[src/rtl/fixed_mult_pipe_if.sv]
// Stream bundle for the pipelined fixed-point multiplier.
// The master side is the environment: it drives operands upstream and out_ready downstream.
// The slave side is the multiplier itself.
interface fixed_mult_pipe_if #(
    parameter int WIDTH = 22
);
    logic                    in_valid;
    logic                    in_ready;
    logic signed [WIDTH-1:0] a;
    logic signed [WIDTH-1:0] b;
    logic                    out_valid;
    logic                    out_ready;
    logic signed [WIDTH-1:0] result;
    logic                    overflow;
    logic                    busy;

    modport master (
        output in_valid, a, b, out_ready,
        input  in_ready, out_valid, result, overflow, busy
    );

    modport slave (
        input  in_valid, a, b, out_ready,
        output in_ready, out_valid, result, overflow, busy
    );
endinterface

[src/rtl/fixed_mult_pipe.sv]
// Pipelined signed fixed-point multiplier (Q INTEGRAL.FRACTIONAL).
//
// Pipeline:
//   stage 0          operand registers
//   stage 1          full-precision product; with STAGES=2 this is also the final stage
//   stages 1..S-2    plain delay registers carrying the product
//   stage S-1        rounding, arithmetic shift and saturation/wrap into result
//
// All stages share one stall signal. The pipe advances whenever the output
// register is empty or is being drained, so a bubble is never squeezed out.
// Data registers load only when the entry entering them is valid. This keeps
// result steady across bubbles. FRACTIONAL must be at least 1.
module fixed_mult_pipe #(
    parameter int INTEGRAL   = 11,
    parameter int FRACTIONAL = 11,
    parameter int STAGES     = 3,
    parameter int ROUND      = 0,
    parameter int SATURATE   = 1
) (
    input  logic             clk,
    input  logic             rst,
    fixed_mult_pipe_if.slave io_bus
);
    localparam int WIDTH = INTEGRAL + FRACTIONAL;
    localparam int PW    = 2 * WIDTH;
    localparam int LAST  = STAGES - 1;

    // Half an LSB of the result, added before the shift when rounding is enabled.
    localparam logic signed [PW-1:0] C_RND =
        (ROUND != 0) ? (PW'(1) << (FRACTIONAL - 1)) : '0;
    localparam logic signed [WIDTH-1:0] C_MAX = {1'b0, {(WIDTH-1){1'b1}}};
    localparam logic signed [WIDTH-1:0] C_MIN = {1'b1, {(WIDTH-1){1'b0}}};

    // ------------------------------------------------------------------
    // Handshake and valid chain
    // ------------------------------------------------------------------
    logic [STAGES-1:0] r_valid;
    logic              w_advance;
    logic              w_accept;

    assign w_advance = io_bus.out_ready || !r_valid[LAST];
    assign w_accept  = io_bus.in_valid && w_advance;

    assign io_bus.in_ready  = w_advance;
    assign io_bus.out_valid = r_valid[LAST];
    assign io_bus.busy      = |r_valid;

    // Valid bits shift together whenever the pipe advances, bubbles included.
    always_ff @(posedge clk) begin
        if (rst) begin
            r_valid <= '0;
        end else if (w_advance) begin
            r_valid <= {r_valid[STAGES-2:0], w_accept};
        end
    end

    // ------------------------------------------------------------------
    // Stage 0: operand capture
    // ------------------------------------------------------------------
    logic signed [WIDTH-1:0] r_a;
    logic signed [WIDTH-1:0] r_b;

    // Capture operands only on a real transfer, so idle bus values never enter the pipe.
    always_ff @(posedge clk) begin
        if (rst) begin
            r_a <= '0;
            r_b <= '0;
        end else if (w_accept) begin
            r_a <= io_bus.a;
            r_b <= io_bus.b;
        end
    end

    // Full-precision product. Both operands are sign-extended first, so the
    // low PW bits of the product are exact for every operand pair.
    logic signed [PW-1:0] w_a_ext;
    logic signed [PW-1:0] w_b_ext;
    logic signed [PW-1:0] w_prod;

    assign w_a_ext = PW'(r_a);
    assign w_b_ext = PW'(r_b);
    assign w_prod  = w_a_ext * w_b_ext;

    // ------------------------------------------------------------------
    // Stages 1..STAGES-2: product registers (stage 1 holds the product,
    // later ones are pure delay). Absent when STAGES == 2.
    // ------------------------------------------------------------------
    logic signed [PW-1:0] w_final_p;

    for (genvar gi = 1; gi <= STAGES - 2; gi++) begin : g_mid
        logic signed [PW-1:0] r_p;
        logic signed [PW-1:0] w_src;

        if (gi == 1) begin : g_first
            assign w_src = w_prod;
        end else begin : g_chain
            assign w_src = g_mid[gi-1].r_p;
        end

        // Move the product one stage on when a valid entry arrives from the previous stage.
        always_ff @(posedge clk) begin
            if (rst) begin
                r_p <= '0;
            end else if (w_advance && r_valid[gi-1]) begin
                r_p <= w_src;
            end
        end
    end

    if (STAGES > 2) begin : g_from_reg
        assign w_final_p = g_mid[STAGES-2].r_p;
    end else begin : g_from_mult
        assign w_final_p = w_prod;
    end

    // ------------------------------------------------------------------
    // Final stage: round, shift, range check
    // ------------------------------------------------------------------
    // The sum cannot overflow PW bits. The largest magnitude is
    // (-2^(W-1))^2 = 2^(2W-2), and C_RND is far smaller than the headroom left.
    logic signed [PW-1:0]    w_sum;
    logic signed [PW-1:0]    w_q;
    logic                    w_ovf;
    logic signed [WIDTH-1:0] w_sat;
    logic signed [WIDTH-1:0] w_res;

    assign w_sum = w_final_p + C_RND;
    assign w_q   = w_sum >>> FRACTIONAL;

    // q fits in WIDTH bits exactly when every bit from WIDTH-1 upward equals the sign bit.
    assign w_ovf = (w_q[PW-1:WIDTH-1] != {(PW-WIDTH+1){w_q[PW-1]}});
    assign w_sat = w_q[PW-1] ? C_MIN : C_MAX;
    assign w_res = (w_ovf && (SATURATE != 0)) ? w_sat : w_q[WIDTH-1:0];

    logic signed [WIDTH-1:0] r_result;
    logic                    r_overflow;

    // Output register. It holds during back-pressure and loads only valid entries.
    always_ff @(posedge clk) begin
        if (rst) begin
            r_result   <= '0;
            r_overflow <= 1'b0;
        end else if (w_advance && r_valid[LAST-1]) begin
            r_result   <= w_res;
            r_overflow <= w_ovf;
        end
    end

    assign io_bus.result   = r_result;
    assign io_bus.overflow = r_overflow;

endmodule

[src/flat_wrapper.sv]
// flat-port wrapper written by rule: the top's interface ports become plain ports
module fixed_mult_pipe_flat 
#(
    parameter int INTEGRAL   = 11,
    parameter int FRACTIONAL = 11,
    parameter int STAGES     = 3,
    parameter int ROUND      = 0,
    parameter int SATURATE   = 1
)
  (clk, rst, io_bus_in_valid, io_bus_a, io_bus_b, io_bus_out_ready, io_bus_in_ready, io_bus_out_valid, io_bus_result, io_bus_overflow, io_bus_busy);
  fixed_mult_pipe_if #(.WIDTH((22))) io_bus_i ();
  input  logic clk;
  input  logic rst;
  input wire logic [$bits(io_bus_i.in_valid)-1:0] io_bus_in_valid;
  input wire logic [$bits(io_bus_i.a)-1:0] io_bus_a;
  input wire logic [$bits(io_bus_i.b)-1:0] io_bus_b;
  input wire logic [$bits(io_bus_i.out_ready)-1:0] io_bus_out_ready;
  output wire logic [$bits(io_bus_i.in_ready)-1:0] io_bus_in_ready;
  output wire logic [$bits(io_bus_i.out_valid)-1:0] io_bus_out_valid;
  output wire logic [$bits(io_bus_i.result)-1:0] io_bus_result;
  output wire logic [$bits(io_bus_i.overflow)-1:0] io_bus_overflow;
  output wire logic [$bits(io_bus_i.busy)-1:0] io_bus_busy;
  assign io_bus_i.in_valid = io_bus_in_valid;
  assign io_bus_i.a = io_bus_a;
  assign io_bus_i.b = io_bus_b;
  assign io_bus_i.out_ready = io_bus_out_ready;
  assign io_bus_in_ready = io_bus_i.in_ready;
  assign io_bus_out_valid = io_bus_i.out_valid;
  assign io_bus_result = io_bus_i.result;
  assign io_bus_overflow = io_bus_i.overflow;
  assign io_bus_busy = io_bus_i.busy;
  fixed_mult_pipe #(.INTEGRAL(INTEGRAL), .FRACTIONAL(FRACTIONAL), .STAGES(STAGES), .ROUND(ROUND), .SATURATE(SATURATE)) u_core (.clk(clk), .rst(rst), .io_bus(io_bus_i));
endmodule
[config.mk]
export PLATFORM = sky130hd
export DESIGN_NAME = fixed_mult_pipe_flat
export DESIGN_NICKNAME = d
export VERILOG_FILES = /design/src/rtl/fixed_mult_pipe_if.sv /design/src/rtl/fixed_mult_pipe.sv /design/src/flat_wrapper.sv
export SDC_FILE = /design/constraint.sdc
export NUM_CORES = 2
export LEC_CHECK = 0
export CAP_MARGIN = 40
export CORE_MARGIN = 5
export CORE_UTILIZATION = 45
export CTS_CLUSTER_DIAMETER = 50
export DETAILED_ROUTE_END_ITERATION = 16
export GPL_TIMING_DRIVEN = 0
export SYNTH_ARGS = -nofsm -noshare
export SYNTH_HDL_FRONTEND = slang
export SYNTH_SLANG_ARGS = --single-unit
export TNS_END_PERCENT = 30
[constraint.sdc]
create_clock -name clk -period 9 [get_ports clk]
set_input_delay 2.25 -clock clk [delete_from_list [all_inputs] [get_ports clk]]
set_output_delay 2.25 -clock clk [all_outputs]
set_load 0.02 [all_outputs]
==> impl_summary.md <==
Global routing
The via count of the first global-routing pass is 18244. The largest net degree at the start of global routing is 22. The number of antenna violations at the first check in global routing is 4. After global routing the overflow that remains totals 0. The global router's overall resource usage is 0.259. The wire length of the first global-routing pass is 103 mm.

Yosys
The number of flops mapped to enable cells by yosys is 0. The post-synth net total is 3093. Counting flops with an async set or reset pin after synthesis yields a share of 0. The post-synthesis cell count is 2414. Of the synthesized area, sequential elements account for 0.0963. The most used flip-flop cell after synthesis is dfxtp_1.

Synthesis inferred 103 register bits. The count of unique library cells instantiated by Yosys is 56. The average cell area after synthesis is 8.87 µm². The number of synthesis warnings is 0. After synthesis the cells add up to 21400 µm².

Setup path
The sort of element at the end of the critical path is a flip-flop. The worst endpoint data arrival time is 8330 ps. For the worst flop-to-flop path, the logic depth is 22. The worst register-to-register path begins at u_core.r_b[7]$_SDFFE_PP0P_.

The worst flop-to-flop path endpoint is u_core.g_mid[1].r_p[37]$_SDFFE_PP0P_. The source of the critical timing path is u_core.r_b[7]$_SDFFE_PP0P_. Of all nets on the critical path, the largest fanout is 10. The required time of the critical path is 9270 ps. The critical path is of the reg2reg type.

The end point of the critical path is u_core.g_mid[1].r_p[37]$_SDFFE_PP0P_. The launching element type of the critical path is a flip-flop. The reg2reg setup slack is 950 ps.

STA
The worst setup slack after layout is 947 ps. The part of the cycle the worst path needs is 0.895. The relative slew slack is 0.365. Setup repair after global routing left no endpoint under its margin. The minimum period implied by the final worst setup slack is 8050 ps. The final max-slew violation count is 0.

Hold timing on the final database bottoms out at a slack of 458 ps. The worst-case clock skew is 13.5 ps. The count of endpoints failing hold in the final timing report is 0. At the pin with the least slew margin, the transition time is 952 ps. Timing would allow up to 124 MHz. The setup-violating endpoint count in the final report is 0.

The post-route setup TNS is 0 ps.

Floorplan
The placeable core region is 47300 µm². The overall die area is 52000 µm². The effective utilization at floorplan is 0.452. The floorplan step set the die height to 228 µm. In this run the core area contains 80 standard-cell rows. In this run the count of I/O pins placed on the die edge is 74. The die boundary width is 228 µm.

Clocking
After clock tree synthesis, the clock-pin slew on the worst setup and hold paths is 80 ps. The insertion delay of the later-clocked pin in the worst-skew pair is 380 ps. CTS saw 103 sinks. The H-tree depth is 3. The buffer levels on the longest clock path is 2.

The number of buffers inserted for hold repair after clock tree synthesis is 0. The post-cts repair resize count is 0. The clock tree from TritonCTS is done. Buffers inserted during clock tree synthesis total 9. The setup fix buffers added after clock tree synthesis is 0.

The clock tree root driver cell is clkbuf_16.

Routing
In the final routing, the length of wire on met1 measures 25.6 mm. Across all layers, the routed design uses 16478 vias. After detailed routing, the met3 layer carries 3.92 mm of wire. The length of the first detailed-routing pass in iterations is 5. The wire length per cell is 20.9 µm. The post-route antenna net violation count is 0. Wires add up to 65.2 mm. Dividing the detail-routed via count by the number of cells gives 5.28. The DRC violation total after the first TritonRoute iteration is 1023.

Summed over all nets, wire length on met2 after detailed routing comes to 31.7 mm. The uppermost signal routing layer after detailed routing is met4. In the routed design, unresolved DRC markers number 0.

Layout
The final non-filler cell total is 3122. The most frequent standard cell in the layout excluding fill and tap cells is inv_1. After filler insertion, the fill cell instance count of the layout stands at 4610. The number of nets at the end of the flow is 3180. Of the cells placed in the final design, the portion with a size suffix greater than 1 is 0.0136.

In the layout the commonest cells are inv_1 (563), fa_1 (500), nand2_1 (434), and2_1 (193), ha_1 (131). The layout overhead on the synthesized area is 8.57%. The utilization of the core after routing is 0.491.

Placement
The number of input and output port buffers inserted is 73. The worst slack at placement is 1050 ps. Once detailed placement completed, the half-perimeter wirelength came to 55.3 mm. The final weighted congestion in routability-driven placement is 1.03. Counting tap cells, the placed design contains a total of 3105 instances.

Run status
The flow ran to the end, and the final reports show no timing, DRC or antenna violations.

Power and ir drop
Summed over all cells, the static leakage comes to 11.2 nW. The peak supply drop is 101 µV. For this design the ratio of total power to cell area is 99.7 nW/µm².

Hold path
The class of the tightest hold or removal check is reg2reg.

Job
Max-cap violations in this run came to 0.
## kinds of logic (layout without fill, tap and decap cells)
family / Yosys count / after routing / synth area share
xor+xnor: 39 / 39 / 0.0160
fa+ha+maj: 631 / 631 / 0.544
compound gates: 211 / 211 / 0.0593
simple gates: 739 / 739 / 0.163
flops: 103 / 103 / 0.0963
other cells: 0 / 1 / 0
buf+inv: 690 / 782 / 0.121
mux: 1 / 1 / 0.000468
## cells in the mapped netlist, types with 2 or more instances
library cell,count,share of area
and3_1,2,0.00058
o21bai_1,8,0.0028
xor2_1,15,0.0061
o211ai_1,3,0.0011
nand2_1,434,0.076
o21a_1,2,0.00070
xnor2_1,24,0.0098
a21oi_1,103,0.024
o41ai_1,2,0.00082
dfxtp_1,103,0.096
a211oi_1,6,0.0021
clkbuf_1,123,0.022
nor2_1,25,0.0044
inv_1,563,0.099
nand4_1,14,0.0041
o31ai_2,2,0.0012
nor2b_1,2,0.00058
o21ai_0,38,0.0089
or3_1,2,0.00058
buf_1,2,0.00035
nor3_1,7,0.0016
or4_1,3,0.0011
nor4_1,3,0.00088
ha_1,131,0.077
fa_1,500,0.47
and2_1,193,0.056
a31oi_1,26,0.0076
nand4b_1,2,0.00082
nor4b_1,3,0.0012
nand3_1,14,0.0033
a21o_1,3,0.0011
o21ai_1,2,0.00047
nand2b_1,31,0.0091
## layer usage
layer | track usage | vias to the layer above
met1 | 0.326 | 8555
met5 | 0 | -
met3 | 0.0312 | 129
met2 | 0.442 | 513
met4 | 0.134 | 0
li1 | - | 7281
## sequential cells by signal (all words and copies together), names as in the netlist
signal / cells
u_core.io_bus.result: 22
u_core.r_a: 22
u_core.r_b: 22
u_core.io_bus.overflow: 1
u_core.r_valid: 3
u_core.g_mid.r_p: 33
## critical path, stage by stage (launching register included)
cell and delay, ps:
dfxtp_1 510, clkbuf_1 640, nand2_1 320, fa_1 530
fa_1 600, inv_1 80, fa_1 780, inv_1 350
fa_1 570, inv_1 60, fa_1 500, fa_1 490
inv_1 50, fa_1 470, inv_1 40, ha_1 350
a21oi_1 190, nand2b_1 120, nor4b_1 640, o31ai_2 160
a21oi_1 230, mux2i_1 210, nand2_1 60
## report_power, final
part           total [mW]  leakage (nW)  switching, mW  internal (mW)
Sequential          0.544         0.844         0.0446          0.499
Clock               0.404         0.150          0.205          0.199
Combinational        1.37          10.2          0.848          0.521
## worst min path at each step
stage / from / endpoint / slack (ps) / depth (start not counted)
floorplan: u_core.g_mid[1].r_p[11]$_SDFFE_PP0P_ / u_core.g_mid[1].r_p[11]$_SDFFE_PP0P_ / 430 / 2
global placement: u_core.g_mid[1].r_p[16]$_SDFFE_PP0P_ / u_core.g_mid[1].r_p[16]$_SDFFE_PP0P_ / 450 / 2
detailed placement: u_core.g_mid[1].r_p[29]$_SDFFE_PP0P_ / u_core.g_mid[1].r_p[29]$_SDFFE_PP0P_ / 450 / 2
CTS: u_core.g_mid[1].r_p[29]$_SDFFE_PP0P_ / u_core.g_mid[1].r_p[29]$_SDFFE_PP0P_ / 460 / 2
global route: u_core.g_mid[1].r_p[21]$_SDFFE_PP0P_ / u_core.g_mid[1].r_p[21]$_SDFFE_PP0P_ / 470 / 2
finish: u_core.g_mid[1].r_p[16]$_SDFFE_PP0P_ / u_core.g_mid[1].r_p[16]$_SDFFE_PP0P_ / 460 / 2
## final cells by class
class                      instances  area [µm²]  share of cell area
sequential                       103        2060              0.0887
clock inverter                     7        81.3             0.00350
clock buffer                       9         225             0.00969
tap                              615         769              0.0331
antenna                            1        2.50            0.000108
inverter                         564        2120              0.0911
buffer                           126         474              0.0204
timing repair buffer              76         756              0.0325
multi-input combinational       1621       16700               0.721
## stage by stage
step / total power [mW] / area (µm²)
final: 2.32 / 23200
after CTS: 2.34 / 23200
after floorplan: 1.48 / 21400
after detailed placement: 1.92 / 22900
after global routing: 2.53 / 23200
after global placement: 1.91 / 22900
No activity file was read; power rests on OpenSTA's default activity.
